<file path="config.mk">
export PLATFORM = sky130hd
export DESIGN_NAME = mem_arbiter
export DESIGN_NICKNAME = d
export VERILOG_FILES = /design/src/rtl/mem_arbiter.sv
export SDC_FILE = /design/constraint.sdc
export NUM_CORES = 1
export LEC_CHECK = 0
export ABC_AREA = 1
export BUFFER_PORTS_ARGS = -buffer_cell sky130_fd_sc_hd__buf_2
export CAP_MARGIN = 20
export CELL_PAD_IN_SITES_DETAIL_PLACEMENT = 2
export CELL_PAD_IN_SITES_GLOBAL_PLACEMENT = 2
export CORE_MARGIN = 1
export CORE_UTILIZATION = 22
export DETAILED_ROUTE_END_ITERATION = 8
export GPL_TIMING_DRIVEN = 0
export PLACE_DENSITY_LB_ADDON = 0.1
export SYNTH_ARGS = -nofsm -noshare
export SYNTH_HDL_FRONTEND = slang
export SYNTH_SLANG_ARGS = --single-unit
</file>
<file path="constraint.sdc">
create_clock -name clk -period 1.1 [get_ports clk]
set_input_delay 0.11 -clock clk [delete_from_list [all_inputs] [get_ports clk]]
set_output_delay 0.11 -clock clk [all_outputs]
set_load 0.03 [all_outputs]
</file>
<file path="src/rtl/mem_arbiter.sv">
// mem_arbiter: single-port RAM arbiter for downloader (DL), eraser (ER) and VDC.
// Fixed priority DL > ER > VDC, except that a VDC request that has waited
// MAX_WAIT cycles jumps the queue. Every RAM access takes one ISSUE cycle.
// VDC reads spend one extra CAPTURE cycle so that ram_q can be registered.
module mem_arbiter #(
    parameter int ADDR_W   = 18,
    parameter int MAX_WAIT = 4
) (
    input  logic              clk,
    input  logic              reset_n,

    input  logic              dl_req,
    input  logic [ADDR_W-1:0] dl_addr,
    input  logic [7:0]        dl_data,
    output logic              dl_ack,

    input  logic              er_req,
    input  logic [ADDR_W-1:0] er_addr,
    input  logic [7:0]        er_data,
    output logic              er_ack,

    input  logic              vdc_req,
    input  logic              vdc_wr,
    input  logic [ADDR_W-1:0] vdc_addr,
    input  logic [7:0]        vdc_wdata,
    output logic              vdc_ack,
    output logic [7:0]        vdc_rdata,
    output logic              vdc_rvalid,

    output logic [ADDR_W-1:0] ram_addr,
    output logic [7:0]        ram_din,
    output logic              ram_we,
    output logic              ram_en,
    input  logic [7:0]        ram_q,

    output logic              busy_blank
);

    localparam int DATA_W = 8;
    localparam int WC_W   = (MAX_WAIT < 1) ? 1 : $clog2(MAX_WAIT + 1);
    localparam logic [WC_W-1:0] WC_MAX = WC_W'(MAX_WAIT);

    typedef enum logic [1:0] {
        IDLE    = 2'd0,
        ISSUE   = 2'd1,
        CAPTURE = 2'd2
    } state_t;

    typedef enum logic [1:0] {
        OWN_NONE = 2'd0,
        OWN_DL   = 2'd1,
        OWN_ER   = 2'd2,
        OWN_VDC  = 2'd3
    } owner_t;

    state_t            state_q, state_d;
    owner_t            owner_q, owner_d;
    logic              rd_q, rd_d;
    logic [WC_W-1:0]   wait_cnt_q, wait_cnt_d;

    logic              win_dl, win_er, win_vdc;
    logic              vdc_grant;

    logic [ADDR_W-1:0] ram_addr_d;
    logic [DATA_W-1:0] ram_din_d;
    logic              ram_we_d, ram_en_d;
    logic              dl_ack_d, er_ack_d, vdc_ack_d;
    logic [DATA_W-1:0] vdc_rdata_d;
    logic              vdc_rvalid_d;
    logic              busy_blank_d;

    // Saturating increment for the VDC starvation counter.
    function automatic logic [WC_W-1:0] sat_inc(input logic [WC_W-1:0] v);
        if (v >= WC_MAX)
            return WC_MAX;
        return v + 1'b1;
    endfunction

    // Pick the requester that would win if the arbiter sampled this cycle.
    always_comb begin
        win_dl  = 1'b0;
        win_er  = 1'b0;
        win_vdc = 1'b0;
        if (vdc_req && (wait_cnt_q >= WC_MAX))
            win_vdc = 1'b1;
        else if (dl_req)
            win_dl = 1'b1;
        else if (er_req)
            win_er = 1'b1;
        else if (vdc_req)
            win_vdc = 1'b1;
    end

    // Next-state and next-output computation; RAM strobes and acks default low.
    always_comb begin
        state_d      = state_q;
        owner_d      = owner_q;
        rd_d         = rd_q;
        ram_addr_d   = ram_addr;
        ram_din_d    = ram_din;
        ram_we_d     = 1'b0;
        ram_en_d     = 1'b0;
        dl_ack_d     = 1'b0;
        er_ack_d     = 1'b0;
        vdc_ack_d    = 1'b0;
        vdc_rdata_d  = vdc_rdata;
        vdc_rvalid_d = 1'b0;
        vdc_grant    = 1'b0;

        case (state_q)
            IDLE: begin
                if (win_dl) begin
                    state_d    = ISSUE;
                    owner_d    = OWN_DL;
                    rd_d       = 1'b0;
                    ram_addr_d = dl_addr;
                    ram_din_d  = dl_data;
                    ram_en_d   = 1'b1;
                    ram_we_d   = 1'b1;
                    dl_ack_d   = 1'b1;
                end else if (win_er) begin
                    state_d    = ISSUE;
                    owner_d    = OWN_ER;
                    rd_d       = 1'b0;
                    ram_addr_d = er_addr;
                    ram_din_d  = er_data;
                    ram_en_d   = 1'b1;
                    ram_we_d   = 1'b1;
                    er_ack_d   = 1'b1;
                end else if (win_vdc) begin
                    state_d    = ISSUE;
                    owner_d    = OWN_VDC;
                    rd_d       = ~vdc_wr;
                    ram_addr_d = vdc_addr;
                    // A read leaves the last write data on ram_din.
                    if (vdc_wr)
                        ram_din_d = vdc_wdata;
                    ram_en_d   = 1'b1;
                    ram_we_d   = vdc_wr;
                    vdc_ack_d  = 1'b1;
                    vdc_grant  = 1'b1;
                end
            end
            ISSUE: begin
                state_d = rd_q ? CAPTURE : IDLE;
            end
            CAPTURE: begin
                vdc_rdata_d  = ram_q;
                vdc_rvalid_d = 1'b1;
                state_d      = IDLE;
            end
            default: begin
                state_d = IDLE;
            end
        endcase

        if (vdc_grant || !vdc_req)
            wait_cnt_d = '0;
        else
            wait_cnt_d = sat_inc(wait_cnt_q);

        busy_blank_d = dl_req | er_req |
                       ((state_q != IDLE) && ((owner_q == OWN_DL) || (owner_q == OWN_ER)));
    end

    // FSM state, owner and starvation counter.
    always_ff @(posedge clk or negedge reset_n) begin
        if (!reset_n) begin
            state_q    <= IDLE;
            owner_q    <= OWN_NONE;
            rd_q       <= 1'b0;
            wait_cnt_q <= '0;
        end else begin
            state_q    <= state_d;
            owner_q    <= owner_d;
            rd_q       <= rd_d;
            wait_cnt_q <= wait_cnt_d;
        end
    end

    // Registered outputs; reset clears everything, including held data.
    always_ff @(posedge clk or negedge reset_n) begin
        if (!reset_n) begin
            ram_addr   <= '0;
            ram_din    <= '0;
            ram_we     <= 1'b0;
            ram_en     <= 1'b0;
            dl_ack     <= 1'b0;
            er_ack     <= 1'b0;
            vdc_ack    <= 1'b0;
            vdc_rdata  <= '0;
            vdc_rvalid <= 1'b0;
            busy_blank <= 1'b0;
        end else begin
            ram_addr   <= ram_addr_d;
            ram_din    <= ram_din_d;
            ram_we     <= ram_we_d;
            ram_en     <= ram_en_d;
            dl_ack     <= dl_ack_d;
            er_ack     <= er_ack_d;
            vdc_ack    <= vdc_ack_d;
            vdc_rdata  <= vdc_rdata_d;
            vdc_rvalid <= vdc_rvalid_d;
            busy_blank <= busy_blank_d;
        end
    end

endmodule

</file>
==> flow_metrics.py <==
metrics = {
    "clock_tree": {
        "tritoncts": "built",
        "clkTransAtPathRegs_ns": 0.07,
        "cts_max_level": 2,
        "clk_path_buf_depth": 2,
        "clkLatencyLatePin_ns": 0.30,
        "numCtsBuffers": 5,
        "clock_sinks": 49,
        "cts_root_buf": "clkbuf_16",
    },
    "synth": {
        "synthCells": 326,
        "netlist-cell-type-count": 29,
        "synth_nets": 420,
        "synth-seq-cells": 49,
        "synth_warnings": 0,
        "syn_area_um2": 2600,
        "avgSynthCellArea_um2": 7.98,
        "ys_seq_area_share_pct": 47.2,
    },
    "power_and_ir_drop": {
        "power_frac_comb_pct": 58.1,
        "peakVddDrop_mv": 0.959,
        "finalPower_mw": 11.1,
        "pwr-share-clk_pct": 14.7,
        "p_leak_nw": 2.39,
        "switchingPower_mw": 5.23,
        "p_int_mw": 5.91,
        "sequentialPowerShare_pct": 27.2,
        "p_sw_share_pct": 47.0,
        "p_per_area_nw_per_um2": 2540,
    },
    "floorplanning": {
        "core_um2": 11500,
        "num_io_pins": 133,
        "die_y_um": 111,
        "die_w_um": 111,
        "rows": 39,
        "start_util_pct": 22.7,
        "dieArea_um2": 12300,
    },
    "global_route": {
        "grt_pass1_wl_um": 16200,
        "grt_max_degree": 35,
        "grt_pass1_vias": 3217,
        "grt_remaining_overflow": 0,
        "antenna_found_initial": 0,
        "grt_usage_pct": 16.6,
    },
    "timing": {
        "max_slew_margin_pct": 71.7,
        "setup_tns_ns": -5.71,
        "slew_violations": 0,
        "rsz0062_at_grt": "true",
        "setup_viol": 33,
        "hold_viol": 0,
        "fmax_mhz": 743,
        "skew_ns": 0.00629,
        "fin_crit_sh_pct": 122,
        "period_needed_ns": 1.35,
        "setup_ws_ns": -0.246,
        "worst-slew-pin-transition_ns": 0.424,
    },
    "run_status": {
        "status": "complete, but fails checks",
        "failed_checks": "negative setup slack",
    },
    "worst_setup_path": {
        "critPathLaunchType": "flip-flop",
        "r2r_start": "wait_cnt_q[2]",
        "required_ns": 1.29,
        "cp_max_fo": 5,
        "critical_path.startpoint": "wait_cnt_q[2]",
        "criticalPathCategory": "flip-flop to flip-flop",
        "cp_data_arrival_time_ns": 1.54,
        "endpoint_kind": "flip-flop",
    },
    "cells_and_area": {
        "antennaDiodeCount": 0,
        "layout_commonest_cell": "buf_2",
        "drive_gt1_share_pct": 58.0,
        "final_util_pct": 38.3,
        "final_cell_mix": "buf_2 (132), nand2_1 (90), dfrtp_1 (49)",
        "area_growth_pct": 68.9,
        "nets": 586,
    },
    "route": {
        "vias": 2853,
        "post_drt_wl_per_cell_um": 15.6,
        "ant_nets": 0,
        "post_drt_via_cell_ratio": 4.49,
        "drcViolationCount": 0,
        "drtPass1Iterations": 4,
        "drt_wl_total_um": 9950,
        "first_iter_violations": 57,
    },
    "place": {
        "gp_congestion": 0.703,
        "dp_slack_ns": -0.339,
        "port_buffers": 132,
        "dp_hpwl_um": 6860,
    },
    "job": {
        "cap_viol_max_count": 0,
    },
    "hold_path": {
        "hold_path.class": "input port to flip-flop",
        "worstHoldStart": "ram_q[0]",
    },
}
power by group through the flow:
stage / sequential [mW] / combinational [mW] / clock (mW)
after global placement: 3.03 / 5.08 / 0
after detailed placement: 3.07 / 5.23 / 0
after CTS: 3.04 / 6.12 / 1.71
after floorplan: 4.45 / 2.09 / 0
final: 3.03 / 6.48 / 1.64
after global routing: 3.16 / 7.01 / 1.75
flip-flops by register name (all words and copies together), names as in the netlist:
| name | flops |
|---|---|
| wait_cnt_q | 3 |
| ram_we | 1 |
| owner_q | 2 |
| busy_blank | 1 |
| vdc_ack | 1 |
| er_ack | 1 |
| vdc_rdata | 8 |
| vdc_rvalid | 1 |
| dl_ack | 1 |
| state_q | 2 |
| ram_din | 8 |
| ram_en | 1 |
| rd_q | 1 |
| ram_addr | 18 |
cell usage after synthesis, drive strengths merged:
| master | n | area share [%] |
|---|---|---|
| a211oi | 1 | 0.29 |
| a21oi | 3 | 1.0 |
| buf | 11 | 3.5 |
| clkbuf | 3 | 0.58 |
| dfrtp | 49 | 47 |
| ha | 2 | 0.96 |
| inv | 16 | 2.5 |
| nand2 | 156 | 25 |
| nand3 | 45 | 11 |
| nand4 | 8 | 1.9 |
| nor2 | 26 | 4.7 |
| nor3 | 1 | 0.19 |
| nor4 | 1 | 0.48 |
| o211ai | 1 | 0.29 |
| o21ai | 2 | 0.39 |
| xnor2 | 1 | 0.34 |
repair_timing:
| item | 4_1_cts | 5_1_grt |
|---|---|---|
| pin swaps | 13 | 19 |
| setup endpoints to repair | 43 | 43 |
| hold buffers | 1 | 0 |
| setup buffers | 18 | 4 |
| endpoints found under the hold margin | 15 | 0 |
| cloned | 1 | 2 |
| gates resized for setup | 74 | 56 |
per-stage QoR:
step | hold WS (ns) | area (um^2) | std cells
2_1_floorplan | -0.186 | 2630 | 326
3_3_place_gp | 0.312 | 3470 | 601
3_5_place_dp | 0.0733 | 3490 | 602
4_1_cts | 0.00515 | 4120 | 630
5_1_grt | 0.0213 | 4390 | 636
6_report | 0.00825 | 4390 | 636
layout make-up:
| cell class | count | area [um^2] |
|---|---|---|
| Inverter | 16 | 85.1 |
| Clock inverter | 3 | 25.0 |
| Tap cell | 143 | 179 |
| Timing Repair Buffer | 159 | 993 |
| Buffer | 14 | 211 |
| Sequential cell | 49 | 1230 |
| Clock buffer | 5 | 125 |
| Multi-Input combinational cell | 247 | 1550 |
| Fill cell | 1317 | 7080 |
cells by family (layout without fill, tap and decap cells):
group           Yosys count  in the layout  synth area share [%]
compound gates            7              7                  1.97
simple gates            237            237                  43.0
buf+inv                  30            197                  6.59
xor+xnor                  1              1                 0.337
fa+ha+maj                 2              2                 0.962
flops                    49             49                  47.2
worst paths after layout:
| path | endpoint | slack, ns | cells past startpoint |
|---|---|---|---|
| worst max-delay path | ram_din[2] | -0.25 | 7 |
| worst min-delay path | vdc_rdata[0] | 0.008 | 3 |
| worst max register to register | ram_din[2] | -0.25 | 7 |
| worst min register to register | wait_cnt_q[0] | 0.47 | 1 |
| max in group asynchronous | ram_we | 0.29 | 3 |
| min in group asynchronous | ram_din[0] | 0.28 | 2 |
worst max-delay path: stages (launching register included):
cell and delay [ns]:
dfrtp_1 0.41, nand2_2 0.13, nand3_4 0.11, bufbuf_16 0.30, nand2_1 0.07, nand3_1 0.08, nand2_1 0.09, nand2_1 0.05
layer usage:
layer	track usage, %	up-vias	wire [um]	part of all wire [%]
met4	4.80	0	166	1.7
met1	20.2	1391	4130	42
met5	0	-	0	0
met2	29.3	93	5070	51
li1	-	1360	-	-
met3	3.72	9	577	5.8
Note: power is estimated with default switching activity, not from simulation.
